<file path="src/rtl/data_mem_access_ctrl_if.sv">
// Core/memory bus bundle for the data memory access controller.
// The controller connects through the slave modport; the core and the
// memory model together sit on the master side.
interface data_mem_access_ctrl_if;
  // Core request side
  logic        req_valid;
  logic        req_we;
  logic [2:0]  funct3_;
  logic [31:0] address_target;
  logic [3:0]  byte_ena;
  logic [31:0] store_data;
  logic        req_ready;
  logic        stall;
  // Memory side
  logic [31:0] mem_addr;
  logic [3:0]  mem_byte_ena;
  logic [31:0] mem_wdata;
  logic        mem_we;
  logic        mem_re;
  logic [31:0] mem_rdata;
  logic        mem_ack;
  // Load response side
  logic [31:0] load_data;
  logic        load_valid;
  logic        access_err;

  modport slave (
    input  req_valid, req_we, funct3_, address_target, byte_ena, store_data,
    input  mem_rdata, mem_ack,
    output req_ready, stall,
    output mem_addr, mem_byte_ena, mem_wdata, mem_we, mem_re,
    output load_data, load_valid, access_err
  );

  modport master (
    output req_valid, req_we, funct3_, address_target, byte_ena, store_data,
    output mem_rdata, mem_ack,
    input  req_ready, stall,
    input  mem_addr, mem_byte_ena, mem_wdata, mem_we, mem_re,
    input  load_data, load_valid, access_err
  );
endinterface

</file>
<file path="src/rtl/data_mem_access_ctrl.sv">
// Data memory access controller: accepts one RV32I load/store at a time,
// drives a word-addressed memory strobe until mem_ack (or a timeout), and
// returns extracted/extended load data or an error pulse through a
// one-cycle response state.
module data_mem_access_ctrl #(
  parameter int TIMEOUT_CYCLES = 255
) (
  input  logic                  clk,
  input  logic                  reset,
  data_mem_access_ctrl_if.slave bus
);

  typedef enum logic [1:0] {
    IDLE    = 2'd0,
    WR_WAIT = 2'd1,
    RD_WAIT = 2'd2,
    RESP    = 2'd3
  } state_t;

  localparam logic [7:0] TO_LIMIT = TIMEOUT_CYCLES[7:0];

  state_t      state_q, state_d;
  logic [31:0] addr_q, addr_d;
  logic [1:0]  off_q, off_d;
  logic [3:0]  be_q, be_d;
  logic [31:0] wdata_q, wdata_d;
  logic [2:0]  f3_q, f3_d;
  logic [7:0]  tcnt_q, tcnt_d;
  logic [31:0] load_data_q, load_data_d;
  logic        resp_load_q, resp_load_d;
  logic        resp_err_q, resp_err_d;

  logic        req_legal;
  logic        req_misaligned;

  // Pick the addressed byte/halfword out of the big-endian lane layout
  // (offset 0 lives in bits 31:24) and extend it according to funct3.
  function automatic logic [31:0] extract_load(input logic [2:0]  f3,
                                               input logic [1:0]  off,
                                               input logic [31:0] rd);
    logic signed [7:0]  b;
    logic signed [15:0] h;
    logic signed [31:0] b_sx;
    logic signed [31:0] h_sx;
    logic [31:0]        res;
    case (off)
      2'd0:    b = rd[31:24];
      2'd1:    b = rd[23:16];
      2'd2:    b = rd[15:8];
      default: b = rd[7:0];
    endcase
    h    = off[1] ? rd[15:0] : rd[31:16];
    b_sx = b;
    h_sx = h;
    case (f3)
      3'b000:  res = b_sx;
      3'b100:  res = {24'd0, b};
      3'b001:  res = h_sx;
      3'b101:  res = {16'd0, h};
      default: res = rd;
    endcase
    return res;
  endfunction

  // Classify the incoming request: funct3 legality and natural alignment.
  always_comb begin
    req_legal      = 1'b0;
    req_misaligned = 1'b0;
    if (bus.req_we) begin
      req_legal = (bus.funct3_ == 3'b000) || (bus.funct3_ == 3'b001) ||
                  (bus.funct3_ == 3'b010);
    end else begin
      req_legal = (bus.funct3_ == 3'b000) || (bus.funct3_ == 3'b001) ||
                  (bus.funct3_ == 3'b010) || (bus.funct3_ == 3'b100) ||
                  (bus.funct3_ == 3'b101);
    end
    if (bus.funct3_[1:0] == 2'b01) begin
      req_misaligned = bus.address_target[0];
    end else if (bus.funct3_[1:0] == 2'b10) begin
      req_misaligned = (bus.address_target[1:0] != 2'b00);
    end
  end

  // Next-state, datapath latches, timeout counting and output decode.
  always_comb begin
    state_d     = state_q;
    addr_d      = addr_q;
    off_d       = off_q;
    be_d        = be_q;
    wdata_d     = wdata_q;
    f3_d        = f3_q;
    tcnt_d      = tcnt_q;
    load_data_d = load_data_q;
    resp_load_d = resp_load_q;
    resp_err_d  = resp_err_q;

    case (state_q)
      IDLE: begin
        if (bus.req_valid) begin
          tcnt_d      = 8'd0;
          resp_load_d = 1'b0;
          if (!req_legal || req_misaligned) begin
            // Errors skip the memory entirely and report from RESP.
            resp_err_d = 1'b1;
            state_d    = RESP;
          end else begin
            resp_err_d = 1'b0;
            addr_d     = {bus.address_target[31:2], 2'b00};
            off_d      = bus.address_target[1:0];
            f3_d       = bus.funct3_;
            if (bus.req_we) begin
              be_d    = bus.byte_ena;
              wdata_d = bus.store_data;
              state_d = WR_WAIT;
            end else begin
              state_d = RD_WAIT;
            end
          end
        end
      end
      WR_WAIT, RD_WAIT: begin
        // An ack in the same cycle the count would expire still wins.
        if (bus.mem_ack) begin
          state_d = RESP;
          if (state_q == RD_WAIT) begin
            load_data_d = extract_load(f3_q, off_q, bus.mem_rdata);
            resp_load_d = 1'b1;
          end
        end else begin
          tcnt_d = tcnt_q + 8'd1;
          if (tcnt_d == TO_LIMIT) begin
            resp_err_d = 1'b1;
            state_d    = RESP;
          end
        end
      end
      default: begin
        state_d = IDLE;
      end
    endcase

    bus.req_ready    = (state_q == IDLE);
    bus.stall        = (state_q != IDLE) || bus.req_valid;
    bus.mem_addr     = addr_q;
    bus.mem_wdata    = wdata_q;
    bus.mem_we       = (state_q == WR_WAIT);
    bus.mem_re       = (state_q == RD_WAIT);
    bus.mem_byte_ena = 4'b0000;
    if (state_q == WR_WAIT) begin
      bus.mem_byte_ena = be_q;
    end else if (state_q == RD_WAIT) begin
      bus.mem_byte_ena = 4'b1111;
    end
    bus.load_data    = load_data_q;
    bus.load_valid   = (state_q == RESP) && resp_load_q;
    bus.access_err   = (state_q == RESP) && resp_err_q;
  end

  // State and datapath registers; reset clears everything, even mid-access.
  always_ff @(posedge clk) begin
    if (reset) begin
      state_q     <= IDLE;
      addr_q      <= 32'd0;
      off_q       <= 2'd0;
      be_q        <= 4'd0;
      wdata_q     <= 32'd0;
      f3_q        <= 3'd0;
      tcnt_q      <= 8'd0;
      load_data_q <= 32'd0;
      resp_load_q <= 1'b0;
      resp_err_q  <= 1'b0;
    end else begin
      state_q     <= state_d;
      addr_q      <= addr_d;
      off_q       <= off_d;
      be_q        <= be_d;
      wdata_q     <= wdata_d;
      f3_q        <= f3_d;
      tcnt_q      <= tcnt_d;
      load_data_q <= load_data_d;
      resp_load_q <= resp_load_d;
      resp_err_q  <= resp_err_d;
    end
  end

endmodule

</file>
<file path="src/flat_wrapper.sv">
// flat-port wrapper written by rule: the top's interface ports become plain ports
module data_mem_access_ctrl_flat 
#(
  parameter int TIMEOUT_CYCLES = 255
)
  (clk, reset, bus_req_valid, bus_req_we, bus_funct3_, bus_address_target, bus_byte_ena, bus_store_data, bus_mem_rdata, bus_mem_ack, bus_req_ready, bus_stall, bus_mem_addr, bus_mem_byte_ena, bus_mem_wdata, bus_mem_we, bus_mem_re, bus_load_data, bus_load_valid, bus_access_err);
  data_mem_access_ctrl_if bus_i ();
  input  logic clk;
  input  logic reset;
  input wire logic [$bits(bus_i.req_valid)-1:0] bus_req_valid;
  input wire logic [$bits(bus_i.req_we)-1:0] bus_req_we;
  input wire logic [$bits(bus_i.funct3_)-1:0] bus_funct3_;
  input wire logic [$bits(bus_i.address_target)-1:0] bus_address_target;
  input wire logic [$bits(bus_i.byte_ena)-1:0] bus_byte_ena;
  input wire logic [$bits(bus_i.store_data)-1:0] bus_store_data;
  input wire logic [$bits(bus_i.mem_rdata)-1:0] bus_mem_rdata;
  input wire logic [$bits(bus_i.mem_ack)-1:0] bus_mem_ack;
  output wire logic [$bits(bus_i.req_ready)-1:0] bus_req_ready;
  output wire logic [$bits(bus_i.stall)-1:0] bus_stall;
  output wire logic [$bits(bus_i.mem_addr)-1:0] bus_mem_addr;
  output wire logic [$bits(bus_i.mem_byte_ena)-1:0] bus_mem_byte_ena;
  output wire logic [$bits(bus_i.mem_wdata)-1:0] bus_mem_wdata;
  output wire logic [$bits(bus_i.mem_we)-1:0] bus_mem_we;
  output wire logic [$bits(bus_i.mem_re)-1:0] bus_mem_re;
  output wire logic [$bits(bus_i.load_data)-1:0] bus_load_data;
  output wire logic [$bits(bus_i.load_valid)-1:0] bus_load_valid;
  output wire logic [$bits(bus_i.access_err)-1:0] bus_access_err;
  assign bus_i.req_valid = bus_req_valid;
  assign bus_i.req_we = bus_req_we;
  assign bus_i.funct3_ = bus_funct3_;
  assign bus_i.address_target = bus_address_target;
  assign bus_i.byte_ena = bus_byte_ena;
  assign bus_i.store_data = bus_store_data;
  assign bus_i.mem_rdata = bus_mem_rdata;
  assign bus_i.mem_ack = bus_mem_ack;
  assign bus_req_ready = bus_i.req_ready;
  assign bus_stall = bus_i.stall;
  assign bus_mem_addr = bus_i.mem_addr;
  assign bus_mem_byte_ena = bus_i.mem_byte_ena;
  assign bus_mem_wdata = bus_i.mem_wdata;
  assign bus_mem_we = bus_i.mem_we;
  assign bus_mem_re = bus_i.mem_re;
  assign bus_load_data = bus_i.load_data;
  assign bus_load_valid = bus_i.load_valid;
  assign bus_access_err = bus_i.access_err;
  data_mem_access_ctrl #(.TIMEOUT_CYCLES(TIMEOUT_CYCLES)) u_core (.clk(clk), .reset(reset), .bus(bus_i));
endmodule
</file>
<file path="config.mk">
export PLATFORM = sky130hd
export DESIGN_NAME = data_mem_access_ctrl_flat
export DESIGN_NICKNAME = d
export VERILOG_FILES = /design/src/rtl/data_mem_access_ctrl_if.sv /design/src/rtl/data_mem_access_ctrl.sv /design/src/flat_wrapper.sv
export SDC_FILE = /design/constraint.sdc
export NUM_CORES = 1
export LEC_CHECK = 0
export CAP_MARGIN = 30
export CORE_MARGIN = 4
export CORE_UTILIZATION = 39
export CTS_CLUSTER_SIZE = 25
export DETAILED_ROUTE_END_ITERATION = 7
export GPL_ROUTABILITY_DRIVEN = 0
export PLACE_DENSITY = 0.73
export RECOVER_POWER = 100
export SETUP_SLACK_MARGIN = 0.2
export SKIP_LAST_GASP = 1
export SYNTH_ARGS = -nofsm -noshare
export SYNTH_HDL_FRONTEND = slang
export SYNTH_SLANG_ARGS = --single-unit
</file>
<file path="constraint.sdc">
create_clock -name clk -period 1.9 [get_ports clk]
set_input_delay 0.19 -clock clk [delete_from_list [all_inputs] [get_ports clk]]
set_output_delay 0.19 -clock clk [all_outputs]
set_load 0.005 [all_outputs]
</file>
==> reports/results.ini <==
[synth]
synth-async-reset-ratio=0
synth_area_leaders=dfxtp_1, nand2_1, a21oi_1
ys_ff_latch=115
synth_area_mm2=0.00505
synth_cell_types=48
postSynthCellCount=655
synth_largest_area_cell=dfxtp_1
avgSynthCellArea_um2=7.71
synth-seq-area-share=0.456
synth_top_cell_area_share=0.456
synth_edf_count=0
synth_flop_cell=dfxtp_1
yosysWarnings=0

[global_route]
grt_max_degree=50
grt_usage=0.222
grt_overflow_total=0
antenna_found_initial=0
grt_pass1_wl_um=26400
grt_pass1_vias=5341

[final_layout]
fill_cells=1039
diodes=0
final_common_cell=nand2_1
drive_gt1_frac=0.143
layout.nets=1003
multi_input_area_mm2=0.00264
seqCellArea_mm2=0.00231
areaGrowthSynthToFinish_pct=68.2
final_cell_mix=nand2_1, dfxtp_1, clkdlybuf4s50_1
finalNonFillerCells=1073

[clocking]
root_buffer=clkbuf_16
htreeDepth=4
cts_sinks=115
numCtsBuffers=17
clkLatencyLatePin_ns=0.41
cts.clk_slew.worst_paths_ns=0.05
cts_tree=yes
ctsHoldBuffers=0
cts_buffer_depth=2

[route]
drc=0
wl_per_cell_um=16.4
dr_total_vias=5563
postRouteAntennaNets=0
drtPass1Iterations=5
routed_via_density=5.18
wl_um=17600
drtIter0Drc=563

[place]
port_buffers=211
dp_hpwl_um=11700
post-place-cells=1020
pre_cts_ws_ns=-0.187

[worst_setup_path]
required_ns=2.19
critPathArrivalTime_ns=2.10
crit_fanout=8
end_kind=register
crit_type=register to register
critPathLaunchType=register

[floorplanning]
die_h_um=122
die-area_mm2=0.0148
die_x_um=122
num_rows=41
start_util=0.398
io_pins=214
core_mm2=0.0127

[sta]
drv_slew=0
layout_min_cycle_time_ns=1.81
fin_hold_ws_ns=0.133
max_freq_mhz=553
max_slew_margin=0.647
setup_viol_count_final=0
tightest_slew_ns=0.529
finClkSkew_ns=0.00800
finalHoldViolCount=0
fin_crit_sh=0.952
fin_tns_setup_ns=0
setup_ws_ns=0.0919
rsz0062_at_grt=true

[power]
power_per_cell_area_mw_per_mm2=1030
peakVddDrop_mv=0.527
p_leak_nw=3.35

[flow_run]
max_cap_viol_count=0

[run_status]
status=complete, no violations

[hold_path]
hp-class=primary input to register

[per-stage QoR]
stage	area (um^2)	util	power, mW
2_1_floorplan	5090	-	3.91
3_5_place_dp	7490	0.591	5.10
5_1_grt	8490	0.670	9.11
4_1_cts	8320	0.657	8.69
3_3_place_gp	7490	0.591	5.05
6_report	8490	0.670	8.71
[worst max-delay path: stages (launching register included)]
cell       delay, ns
dfxtp_1         0.46
mux2_1          0.39
o21ai_2         0.17
buf_4           0.14
o21ba_2         0.15
o21a_4          0.16
clkbuf_16       0.15
a21oi_1         0.06
[timing repair]
action                                  CTS  global route
pin swaps                                 5            14
endpoints found under the setup margin   43           107
buffers inserted                         10             3
cloned                                    2             6
gates resized for setup                  39            47
[final cells by class]
class / instances / area share
Timing Repair Buffer: 264 / 0.315
Clock buffer: 23 / 0.0563
Inverter: 10 / 0.00501
Multi-Input combinational cell: 480 / 0.311
Sequential cell: 115 / 0.272
Clock inverter: 9 / 0.0150
Tap cell: 172 / 0.0253
[path summary, 6_finish.rpt]
check	from	to	slack (ns)	cells past startpoint
worst max-delay path	u_core.off_q[0]	u_core.bus.load_data[16]	0.09	7
worst min-delay path	reset	u_core.tcnt_q[5]	0.13	2
worst max register to register	u_core.off_q[0]	u_core.bus.load_data[16]	0.09	7
worst min register to register	u_core.bus.mem_addr[17]	u_core.bus.mem_addr[17]	0.45	2
[flip-flops by register name, summed over array words and instances (netlist names), 2 cells and up]
name	cells
u_core.bus.load_data	32
u_core.bus.mem_wdata	32
u_core.bus.mem_addr	30
u_core.tcnt_q	8
u_core.be_q	4
u_core.f3_q	3
u_core.off_q	2
u_core.state_q	2
[cell families after synthesis]
logic type,share of synthesized area
AOI/OAI and AO/OA,0.213
adders and majority gates,0.0173
buffers and inverters,0.0525
DFF,0.456
muxes,0.0392
other,0.000743
and+or+nand+nor,0.222
[cell usage after synthesis (all sizes together) (3+ instances only)]
library cell / instances
o22ai: 3
buf: 9
nor3: 11
ha: 7
nor2: 19
nand3: 7
mux2: 6
nor4: 3
dfxtp: 115
mux2i: 13
clkbuf: 42
o221ai: 7
inv: 10
nand2b: 3
o21ai: 36
nand2: 204
a221oi: 11
a21oi: 104
and2: 9
nor3b: 3
o21a: 5
[power by group]
group | switching [mW] | internal (mW)
clock network | 1.09 | 2.16
logic | 1.23 | 1.41
registers | 0.136 | 2.68
total | 2.46 | 6.24
[layer usage]
layer | wire length, um | share of wire | track usage
met1 | 7240 | 0.41 | 0.266
met2 | 8720 | 0.50 | 0.371
met3 | 1270 | 0.072 | 0.0803
met4 | 356 | 0.020 | 0.0749
met5 | 0 | 0 | 0
(Power assumes the default switching activity.)
